===== src/rtl/mem_bus_arbiter.sv =====
// ---------------------------------------------------------------------------
// mem_bus_arbiter
//
// Lets the CPU instruction-fetch master (m0) and data master (m1) share one
// word-wide RAM. The RAM has a combinational read and writes on the clock edge
// where ram_write is high.
//
// Behaviour:
//   - Round-robin arbitration. On a tie, the master not granted last time wins.
//   - WAIT_STATES stall cycles (0..7) are inserted before every RAM access.
//   - A write with a partial byteenable becomes a read-modify-write.
//
// Ports:
//   clk, reset        clock and asynchronous active-high reset
//   m0_*              instruction master: read-only, waitrequest-style
//   m1_*              data master: read/write with byteenable, waitrequest-style
//   ram_*             RAM side: word-aligned address, read/write strobes, data
// ---------------------------------------------------------------------------
module mem_bus_arbiter #(
    parameter int unsigned WAIT_STATES = 1
) (
    input  logic        clk,
    input  logic        reset,

    input  logic [31:0] m0_address,
    input  logic        m0_read,
    output logic [31:0] m0_readdata,
    output logic        m0_waitrequest,

    input  logic [31:0] m1_address,
    input  logic        m1_read,
    input  logic        m1_write,
    input  logic [3:0]  m1_byteenable,
    input  logic [31:0] m1_writedata,
    output logic [31:0] m1_readdata,
    output logic        m1_waitrequest,

    output logic [31:0] ram_address,
    output logic        ram_read,
    output logic        ram_write,
    output logic [31:0] ram_writedata,
    input  logic [31:0] ram_readdata
);

    localparam logic [2:0] WS = 3'(WAIT_STATES);

    typedef enum logic [1:0] {
        ST_IDLE,
        ST_WAIT,
        ST_ACCESS,
        ST_MERGE
    } state_t;

    state_t      state_reg,      state_next;
    logic [2:0]  cnt_reg,        cnt_next;
    logic        last_grant_reg, last_grant_next;   // 0 = m0, 1 = m1
    logic        grant_reg,      grant_next;
    logic [29:0] addr_reg,       addr_next;         // word address
    logic        write_reg,      write_next;
    logic [3:0]  be_reg,         be_next;
    logic [31:0] wdata_reg,      wdata_next;
    logic [31:0] merged_reg,     merged_next;
    logic [31:0] rdata0_reg,     rdata0_next;
    logic [31:0] rdata1_reg,     rdata1_next;

    logic        req0;
    logic        req1;
    logic        grant_sel;
    logic        done0;
    logic        done1;
    logic [31:0] merge_word;

    // Byte offset bits are never used: the RAM is word addressed.
    logic unused_addr_bits;
    assign unused_addr_bits = ^{m0_address[1:0], m1_address[1:0]};

    assign req0 = m0_read;
    assign req1 = m1_read | m1_write;

    // Build the read-modify-write word lane by lane.
    // Enabled lanes come from the latched write data.
    // The other lanes come from the current RAM word.
    generate
        for (genvar gi = 0; gi < 4; gi++) begin : g_merge_lane
            assign merge_word[8*gi +: 8] = be_reg[gi] ? wdata_reg[8*gi +: 8]
                                                      : ram_readdata[8*gi +: 8];
        end
    endgenerate

    always_ff @(posedge clk or posedge reset) begin
        if (reset) begin
            state_reg      <= ST_IDLE;
            cnt_reg        <= 3'd0;
            last_grant_reg <= 1'b1;
            grant_reg      <= 1'b0;
            addr_reg       <= 30'd0;
            write_reg      <= 1'b0;
            be_reg         <= 4'd0;
            wdata_reg      <= 32'd0;
            merged_reg     <= 32'd0;
            rdata0_reg     <= 32'd0;
            rdata1_reg     <= 32'd0;
        end else begin
            state_reg      <= state_next;
            cnt_reg        <= cnt_next;
            last_grant_reg <= last_grant_next;
            grant_reg      <= grant_next;
            addr_reg       <= addr_next;
            write_reg      <= write_next;
            be_reg         <= be_next;
            wdata_reg      <= wdata_next;
            merged_reg     <= merged_next;
            rdata0_reg     <= rdata0_next;
            rdata1_reg     <= rdata1_next;
        end
    end

    always_comb begin
        state_next      = state_reg;
        cnt_next        = cnt_reg;
        last_grant_next = last_grant_reg;
        grant_next      = grant_reg;
        addr_next       = addr_reg;
        write_next      = write_reg;
        be_next         = be_reg;
        wdata_next      = wdata_reg;
        merged_next     = merged_reg;
        rdata0_next     = rdata0_reg;
        rdata1_next     = rdata1_reg;
        grant_sel       = 1'b0;
        done0           = 1'b0;
        done1           = 1'b0;
        ram_read        = 1'b0;
        ram_write       = 1'b0;
        ram_address     = {addr_reg, 2'b00};
        ram_writedata   = wdata_reg;
        m0_readdata     = rdata0_reg;
        m1_readdata     = rdata1_reg;

        case (state_reg)
            ST_IDLE: begin
                if (req0 | req1) begin
                    // On a tie, the master granted last time loses.
                    // A lone requester always wins.
                    grant_sel       = (req0 & req1) ? ~last_grant_reg : req1;
                    grant_next      = grant_sel;
                    last_grant_next = grant_sel;
                    if (grant_sel) begin
                        addr_next  = m1_address[31:2];
                        write_next = m1_write;        // read+write counts as a write
                        be_next    = m1_byteenable;
                        wdata_next = m1_writedata;
                    end else begin
                        addr_next  = m0_address[31:2];
                        write_next = 1'b0;
                        be_next    = 4'd0;
                        wdata_next = 32'd0;
                    end
                    cnt_next   = WS;
                    state_next = (WS == 3'd0) ? ST_ACCESS : ST_WAIT;
                end
            end

            ST_WAIT: begin
                // The counter counts down from WS to 1.
                // This gives exactly WS stall cycles.
                cnt_next = cnt_reg - 3'd1;
                if (cnt_reg <= 3'd1) begin
                    cnt_next   = 3'd0;
                    state_next = ST_ACCESS;
                end
            end

            ST_ACCESS: begin
                state_next = ST_IDLE;
                if (!write_reg) begin
                    ram_read = 1'b1;
                    done0    = ~grant_reg;
                    done1    = grant_reg;
                    if (grant_reg) begin
                        m1_readdata = ram_readdata;
                        rdata1_next = ram_readdata;
                    end else begin
                        m0_readdata = ram_readdata;
                        rdata0_next = ram_readdata;
                    end
                end else if (be_reg == 4'b1111) begin
                    ram_write = 1'b1;
                    done0     = ~grant_reg;
                    done1     = grant_reg;
                end else if (be_reg == 4'b0000) begin
                    // Nothing to write: complete without touching the RAM.
                    done0 = ~grant_reg;
                    done1 = grant_reg;
                end else begin
                    // Partial write: capture the merged word now.
                    // MERGE then writes it back.
                    ram_read    = 1'b1;
                    merged_next = merge_word;
                    state_next  = ST_MERGE;
                end
            end

            ST_MERGE: begin
                ram_write     = 1'b1;
                ram_writedata = merged_reg;
                done0         = ~grant_reg;
                done1         = grant_reg;
                state_next    = ST_IDLE;
            end

            default: begin
                state_next = ST_IDLE;
            end
        endcase
    end

    // Each master is stalled while it requests.
    // The stall drops only in its own completion cycle.
    assign m0_waitrequest = req0 & ~done0;
    assign m1_waitrequest = req1 & ~done1;

endmodule

===== config.mk =====
export PLATFORM = sky130hd
export DESIGN_NAME = mem_bus_arbiter
export DESIGN_NICKNAME = d
export VERILOG_FILES = /design/src/rtl/mem_bus_arbiter.sv
export SDC_FILE = /design/constraint.sdc
export NUM_CORES = 1
export LEC_CHECK = 0
export BUFFER_PORTS_ARGS = -buffer_cell sky130_fd_sc_hd__buf_2
export CAP_MARGIN = 20
export CELL_PAD_IN_SITES_DETAIL_PLACEMENT = 1
export CELL_PAD_IN_SITES_GLOBAL_PLACEMENT = 1
export CORE_ASPECT_RATIO = 1.2
export CORE_UTILIZATION = 43
export CTS_CLUSTER_DIAMETER = 200
export DETAILED_ROUTE_END_ITERATION = 6
export GPL_TIMING_DRIVEN = 0
export PLACE_DENSITY = 0.95
export SYNTH_ARGS = -nofsm -noshare
export SYNTH_HDL_FRONTEND = slang
export SYNTH_SLANG_ARGS = --single-unit

===== constraint.sdc =====
create_clock -name clk -period 9.6 [get_ports clk]
set_input_delay 1.44 -clock clk [delete_from_list [all_inputs] [get_ports clk]]
set_output_delay 1.44 -clock clk [all_outputs]
set_load 0.02 [all_outputs]

==> results of run 1 <==
==> cells in the mapped netlist, drive strengths merged <==
master   instances
a211oi           1
a21boi           1
a21oi            2
a2bb2oi          1
a31oi            2
and2             1
and3b            1
buf             28
clkbuf          15
conb             1
dfrtp          169
dfstp            1
ha               2
inv             44
mux2           220
nand2            1
nand2b           2
nand3            3
nand3b           1
nand4           37
nand4b           1
nand4bb          1
nor2             4
nor2b            2
nor3             2
o21a             1
o21ai           41
o21ba            1
o31ai            1
o32ai            1
or3              1
or4              1
==> critical path, cell delays in order (launching register included) <==
cell and delay, ns:
dfrtp_1 0.46, nand2b_4 0.19, nor3_2 0.34, buf_2 0.40, mux2_2 0.41, buf_2 0.18
==> worst max path at each step <==
stage,to,from,cells past startpoint
4_1_cts,m1_readdata[28],state_reg[0],5
3_5_place_dp,m1_readdata[5],ram_readdata[5],3
6_report,m1_readdata[28],state_reg[0],5
5_1_grt,m1_readdata[28],state_reg[1],6
3_3_place_gp,rdata1_reg[30],reset,2
2_1_floorplan,addr_reg[0],reset,1
==> metrics by stage <==
stage | cells | power [mW] | setup WS [ns]
2_1_floorplan | 591 | 2.56 | 3.56
3_3_place_gp | 1105 | 3.07 | 1.65
3_5_place_dp | 1106 | 3.18 | 6.09
4_1_cts | 1137 | 3.93 | 5.68
5_1_grt | 1138 | 4.10 | 5.62
6_report | 1138 | 3.89 | 5.75
==> area by class of cell <==
type	count	area, sq um
Antenna cell	1	2.50
Multi-Input combinational cell	334	3390
Fill cell	1945	7900
Sequential cell	170	4260
Clock buffer	18	439
Clock inverter	13	179
Buffer	43	315
Inverter	44	173
Timing Repair Buffer	263	1340
Tap cell	252	315
==> routing by layer <==
| layer | wire length, um | vias up | track usage (%) | share of wire [%] |
|---|---|---|---|---|
| met5 | 0 | - | 0 | 0 |
| met4 | 548 | 0 | 9.47 | 2.3 |
| met3 | 1240 | 34 | 5.13 | 5.3 |
| met2 | 12700 | 193 | 45.3 | 54 |
| met1 | 8990 | 2979 | 28.6 | 38 |
| li1 | - | 2659 | - | - |
==> power by group through the flow <==
stage / registers [mW] / logic [mW] / clock network, mW
6_report: 1.24 / 1.92 / 0.724
5_1_grt: 1.28 / 2.06 / 0.765
4_1_cts: 1.24 / 1.94 / 0.742
3_5_place_dp: 1.25 / 1.93 / 0
3_3_place_gp: 1.22 / 1.86 / 0
2_1_floorplan: 1.27 / 1.28 / 0
==> cell families (layout without fill, tap and decap cells) <==
kind of cell	count (synthesis)	in the layout	synth area share [%]
other	1	3	0.0462
DFF	170	170	52.4
muxes	220	220	33.1
buffers and inverters	87	381	5.91
and+or+nand+nor	58	58	4.65
adders and majority gates	2	2	0.308
AOI/OAI and AO/OA	52	52	3.60
==> metrics.yaml, run 1 <==
synth_warnings: 0
fin_util_pct: 56.8
start_kind: "register"
syn_area_sq_um: 8120
required_ns: 8.16
antenna_found_initial: 2
netlist.area_leader.share_pct: 52.1
routedWlPerCell_um: 20.7
syn2layout_area_growth_pct: 28.1
syn_area_per_cell_sq_um: 13.8
finClkSkew_ns: 0.00875
io-pin-count: 269
finalHoldViolCount: 0
rsz0062_at_grt: "false"
ys_types: 41
cts_tree: "yes"
power_frac_clock_pct: 18.6
port_buffers: 262
post_cts_resized: 0
sequentialPowerShare_pct: 32.0
dieArea_sq_um: 19400
r2r_cells: 5
coreArea_sq_um: 18300
p_int_mw: 2.35
cp.arrival_ns: 2.41
final_common_cell: "buf_2"
yosysTopAreaCell: "dfrtp_1"
vias: 5865
ant_nets: 0
design_area_sq_um: 10400
p_leak_nw: 5.12
r2r-end: "wdata_reg[14]"
die_h_um: 153
grt_pass1_vias: 6492
dpl-instance-area_sq_um: 9790
rows: 54
track_usage_pct: 25.0
grt_overflow: 0
htreeDepth: 4
setup-violations-final: 0
period_needed_ns: 3.85
drt_drc_violations_left: 0
cts.sinks: 170
cts_made_buffers: 17
drive_gt1_share_pct: 61.8
hp-class: "register to register"
path_max_fanout: 10
slew_headroom_pct: 59.5
critPathKind: "register to output port"
wl_um: 23500
drt-initial-drc-count: 197
r2r_start: "last_grant_reg"
postCtsSetupBuffers: 0
grt_max_degree: 114
viasPerCell: 5.15
worstMarginPinSlew_ns: 0.607
fmax_ghz: 0.260
end_kind: "output port"
min_path_cells: 1
initial_core_util_pct: 44.4
hold_start: "rdata1_reg[6]"
swShare_pct: 39.7
grt_pass1_wl_um: 36800
hold_slack_ns: 0.489
min_to: "rdata1_reg[6]"
drv_cap: 0
p_per_area_nw_per_um2: 374
outcome: "finished, final reports clean"
gp_congestion: 0.749
die_w_um: 127
hpwl_um: 17400
fin_setup_tns_ns: 0
cts_root_buffer: "clkbuf_16"
comb_power_share_pct: 49.4
switchingPower_mw: 1.55
synthCells: 590
ys_ff_latch: 170
drv_slew: 0
ir_drop_mv: 0.178
cts_hold_buf: 0
nNetsFinal: 1012
rrSetupSlack_ns: 7.65
cts.clk_slew.worst_paths_ns: 0.07
fin_crit_sh_pct: 40.1
ctsLongestPathBuffers: 2
synth_area_leaders: "dfrtp_1 52%, mux2_2 22%, mux2_4 10%"
ys_seq_area_share_pct: 52.4
insertion_delay_ns: 0.42
mostFrequentLayoutCells: "277 x buf_2, 169 x dfrtp_1, 159 x mux2_2, 56 x mux2_4, 43 x inv_1"
first_pass_iters: 4
(Power assumes the default switching activity.)
==> run 2: changes to the inputs <==
CORE_UTILIZATION = 36   (was 43)
PLACE_DENSITY = 0.86   (was 0.95)
clock period = 3.5 ns   (was 9.6 ns; I/O delays follow)
==> metrics.yaml, run 2 (synthesis results as in run 1) <==
cts_tree: "yes"
drv_cap: 0  # unchanged
switchingPower_mw: 4.20  # +170%
cts_root_buffer: "clkbuf_16"
r2r-end: "wdata_reg[14]"
first_pass_iters: 6  # +2
cts_made_buffers: 17  # unchanged
viasPerCell: 4.97  # -3.5%
grt_overflow: 0  # unchanged
slowest_delay_ns: 0.46  # about the same
place_inst: 1131  # +2.3%
nNetsFinal: 1015  # +0.30%
cts.sinks: 170  # unchanged
drt_drc_violations_left: 20  # +20
sequentialPowerShare_pct: 32.2  # +0.2 points
hold_slack_ns: 0.137  # -0.352 ns
crit_top_cell: "buf_2"
hpwl_um: 17300  # -0.48%
hp-class: "input port to async pin"
mostFrequentLayoutCells: "277 x buf_2, 169 x dfrtp_1, 159 x mux2_2, 56 x mux2_4, 43 x inv_1"
end_kind: "output port"
port_buffers: 262  # unchanged
insertion_delay_ns: 0.42  # about the same
grt_pass1_vias: 6571  # +1.2%
drive_gt1_share_pct: 62.0  # +0.17 points
violations: "DRC"
die_w_um: 139  # +9.1%
fin_setup_tns_ns: 0  # unchanged
p_per_area_nw_per_um2: 1010  # +170%
dpl-instance-area_sq_um: 9860  # +0.78%
cts.clk_slew.worst_paths_ns: 0.07  # about the same
final_common_cell: "buf_2"
setup-violations-final: 0  # unchanged
design_area_sq_um: 10500  # +0.49%
critPathKind: "register to output port"
dieArea_sq_um: 23200  # +19%
wl_um: 23400  # -0.70%
rows: 59  # +9.3%
initial_core_util_pct: 37.0  # -7.3 points
cp_cell_sequence: "nand2b_4 > nor3_2 > buf_2 > mux2_2 > buf_2"
fmax_ghz: 0.342
start_kind: "register"
ctsLongestPathBuffers: 2  # unchanged
drv_slew: 0  # unchanged
syn2layout_area_growth_pct: 28.8
startpoint: "state_reg[0]"
required_ns: 2.97  # -5.19 ns
stdcell_count: 1166  # +2.5%
comb_power_share_pct: 49.8  # +0.4 points
post_cts_resized: 0  # unchanged
power_frac_clock_pct: 18.0  # -0.6 points
fin_crit_sh_pct: 83.6
finClkSkew_ns: 0.0124  # +0.00366 ns
slowest_stage: "dfrtp_1"
swShare_pct: 39.8  # +0.094 points
drt-initial-drc-count: 233  # +18%
track_usage_pct: 21.0  # -4.0 points
cts_hold_buf: 0  # unchanged
p_leak_nw: 5.13  # +0.20%
cp.arrival_ns: 2.40  # about the same
htreeDepth: 4  # unchanged
ir_drop_mv: 0.428  # +140%
outcome: "finished, violations left"
r2r_start: "last_grant_reg"
cp-endpoint: "m0_readdata[13]"
r2r_cells: 5  # unchanged
rrSetupSlack_ns: 1.55  # -6.10 ns
gp_congestion: 0.737  # -1.7%
io-pin-count: 269  # unchanged
rsz0062_at_grt: "false"
grt_max_degree: 40  # -65%
worstMarginPinSlew_ns: 0.597  # -0.0103 ns
grt_pass1_wl_um: 37400  # +1.8%
fillers: 2353  # +21%
period_needed_ns: 2.93
die_h_um: 167  # +9.2%
antenna_found_initial: 4  # +2
finalHoldViolCount: 0  # unchanged
p_int_mw: 6.34  # +170%
postCtsSetupBuffers: 0  # unchanged
routedWlPerCell_um: 20.0  # -3.1%
path_max_fanout: 10  # unchanged
slew_headroom_pct: 60.2  # +0.69 points
coreArea_sq_um: 21900  # +20%
vias: 5797  # -1.2%
ant_nets: 0  # unchanged
[run 2: changes by cell type in the layout (fill, tap and decap cells not counted), sizes merged]
cell | before | now
buf | 291 | 294
clkinv | 2 | 6
inv | 51 | 49
clkinvlp | 1 | 2
clkbuf | 33 | 32
bufinv | 3 | 2
diode | 1 | 3
[run 2: layout make-up]
type	instances	area [sq um]	share of cell area, %
Antenna cell	3	7.51	0.0718
Buffer	43	315	3.01
Clock buffer	17	425	4.07
Clock inverter	15	163	1.56
Inverter	44	169	1.61
Multi-Input combinational cell	334	3390	32.4
Sequential cell	170	4260	40.7
Tap cell	274	343	3.28
Timing Repair Buffer	266	1390	13.3
[run 2: metrics by stage]
| step | power (mW) | setup slack [ns] | util, % |
|---|---|---|---|
| global placement | 8.47 | -0.353 | 44.6 |
| finish | 10.5 | 0.575 | 47.7 |
| CTS | 10.7 | 0.499 | 47.7 |
| detailed placement | 8.73 | 0.963 | 45.0 |
| global route | 11.2 | 0.433 | 47.7 |
| floorplan | 7.02 | 0.807 | - |
[run 2: how the worst min path moves through the flow]
stage	start	endpoint	cells past startpoint
2_1_floorplan	last_grant_reg	last_grant_reg	2
3_3_place_gp	rdata1_reg[3]	rdata1_reg[3]	1
3_5_place_dp	rdata1_reg[29]	rdata1_reg[29]	1
4_1_cts	reset	rdata1_reg[8]	2
5_1_grt	reset	rdata1_reg[8]	2
6_report	reset	rdata1_reg[8]	2
[run 2: power by group through the flow]
stage                     Sequential, mW  Clock, mW  Combinational [mW]
final                               3.40       1.90                5.25
after floorplan                     3.50          0                3.52
after global routing                3.51       2.04                5.63
after CTS                           3.40       1.95                5.33
after global placement              3.34          0                5.13
after detailed placement            3.42          0                5.30
[run 2: worst max-delay path: cells and delay by family, from the launching register on]
family	cells	cell delay, ns
and+or+nand+nor	2	0.56
muxes	1	0.40
DFF	1	0.46
buffers and inverters	2	0.56
[run 2: layer usage]
metal  global-route usage (%)  vias to the layer above  wire length, um
met5                        0                        -                8
met4                     7.15                        2              463
met3                     5.26                       28             1220
met2                     38.5                      176            12600
met1                     23.5                     2928             9020
li1                         -                     2663                -
==> run 3: changes to the inputs <==
CORE_UTILIZATION = 40   (was 36)
PLACE_DENSITY = 0.9   (was 0.86)
clock period = 2.7 ns   (was 3.5 ns; I/O delays follow)
==> metrics.yaml, run 3 (synthesis results as in run 1) <==
outcome: "finished, final reports clean"
cts.clk_slew.worst_paths_ns: 0.06  # about the same
drive_gt1_share_pct: 61.7  # -0.29 points
grt_overflow: 0  # unchanged
worstMarginPinSlew_ns: 0.642  # +0.0458 ns
track_usage_pct: 23.0  # +2.0 points
coreArea_sq_um: 19700  # -10%
grt_max_degree: 39  # -2.5%
r2r_cells: 6  # +1
slowest_stage: "mux2_1"
hold_slack_ns: 0.225  # +0.0880 ns
cp_cell_sequence: "clkbuf_2 > nand2b_4 > nor3_4 > buf_4 > mux2_1 > buf_2"
rows: 56  # -5.1%
slew_headroom_pct: 57.2  # -3.1 points
r2r-end: "wdata_reg[4]"
htreeDepth: 4  # unchanged
cts.sinks: 170  # unchanged
place_inst: 1119  # -1.1%
min_path_cells: 3
fmax_ghz: 0.387
setup-violations-final: 0  # unchanged
cp.arrival_ns: 2.18  # -0.22 ns
r2r_start: "state_reg[1]"
grt_pass1_vias: 6594  # +0.35%
gp_congestion: 0.782  # +6.1%
postCtsSetupBuffers: 0  # unchanged
drt-initial-drc-count: 181  # -22%
design_area_sq_um: 10500  # about the same
slowest_delay_ns: 0.37  # -0.09 ns
final_common_cell: "buf_2"
p_per_area_nw_per_um2: 1290  # +28%
hp-class: "input port to register"
routedWlPerCell_um: 20.1  # +0.24%
die_h_um: 158  # -5.1%
critPathKind: "register to output port"
mostFrequentLayoutCells: "271 x buf_2, 169 x dfrtp_1, 159 x mux2_2, 56 x mux2_4, 43 x inv_1"
nNetsFinal: 1017  # +0.20%
p_leak_nw: 5.12  # -0.31%
cts_made_buffers: 17  # unchanged
drv_cap: 0  # unchanged
ant_nets: 0  # unchanged
rrSetupSlack_ns: 0.77  # -0.78 ns
hold_start: "m1_writedata[6]"
syn2layout_area_growth_pct: 28.8  # about the same
path_max_fanout: 10  # unchanged
wl_um: 23200  # -0.79%
fin_util_pct: 53.2  # +5.4 points
antenna_found_initial: 4  # unchanged
dieArea_sq_um: 20900  # -9.9%
insertion_delay_ns: 0.42  # about the same
rsz0062_at_grt: "false"
cts_tree: "yes"
fin_crit_sh_pct: 95.8
grt_pass1_wl_um: 36600  # -2.2%
hpwl_um: 17400  # +0.47%
required_ns: 2.30  # -0.67 ns
drv_slew: 0  # unchanged
drt_drc_violations_left: 0  # -100%
finClkSkew_ns: 0.0112  # -0.00120 ns
first_pass_iters: 4  # -2
dpl-instance-area_sq_um: 9880  # +0.11%
finalHoldViolCount: 0  # unchanged
start_kind: "register"
p_total_mw: 13.5  # +28%
io-pin-count: 269  # unchanged
viasPerCell: 5.03  # +1.2%
port_buffers: 262  # unchanged
vias: 5805  # +0.14%
cts_root_buffer: "clkbuf_16"
ir_drop_mv: 0.699  # +63%
end_kind: "output port"
ctsLongestPathBuffers: 2  # unchanged
min_to: "wdata_reg[6]"
die_w_um: 132  # -5.1%
initial_core_util_pct: 41.3  # +4.2 points
stdcell_count: 1154  # -1.0%
period_needed_ns: 2.59
## run 3: repair_timing
action	4_1_cts	5_1_grt
hold buffers	1	0
setup endpoints to repair	60	0
gates resized for setup	8	0
hold endpoints to repair	3	0
## run 3: worst max-delay path by stage
stage                            start               to  slack, ns  cells after the start
after floorplan                  reset      addr_reg[0]       0.13                      1
after global placement           reset   rdata1_reg[26]      -0.97                      2
after detailed placement  state_reg[0]  m0_readdata[29]       0.34                      5
after CTS                 state_reg[1]  m0_readdata[29]       0.07                      6
after global routing      state_reg[1]  m0_readdata[29]       0.02                      6
final                     state_reg[1]   m1_readdata[3]       0.11                      6
## run 3: critical path, delay by kind of cell (launching register included)
family	cells	cell delay, ns
DFF	1	0.32
buffers and inverters	3	0.69
muxes	1	0.37
and+or+nand+nor	2	0.37
## run 3: cell type report
cell class                 count  area, sq um
multi-input combinational    334         3400
inverter                      44          169
tap                          261          327
sequential                   170         4260
buffer                        43          330
timing repair buffer         268         1430
clock buffer                  20          447
clock inverter                11         97.6
fill                        2124         9220
antenna                        3         7.51
## run 3: stage by stage
stage               TNS [ns]  setup slack, ns
finish                     0            0.114
global route               0           0.0208
CTS                        0           0.0709
detailed placement         0            0.342
global placement     -162.04           -0.968
floorplan                  0            0.127
## run 3: layer usage
metal / GRT usage (%) / up-vias / routed length, um
met1: 25.5 / 2916 / 9130
met3: 6.53 / 34 / 1460
met5: 0 / - / 20
met2: 42.1 / 191 / 12100
met4: 8.03 / 4 / 501
li1: - / 2660 / -
## run 3: report_power, final
part           switching (mW)  total, mW  internal [mW]  leakage (nW)
clock network           0.995       2.28           1.29         0.258
registers               0.606       4.40           3.79          2.06
logic                    3.76       6.84           3.07          2.80
total                    5.36       13.5           8.15          5.12
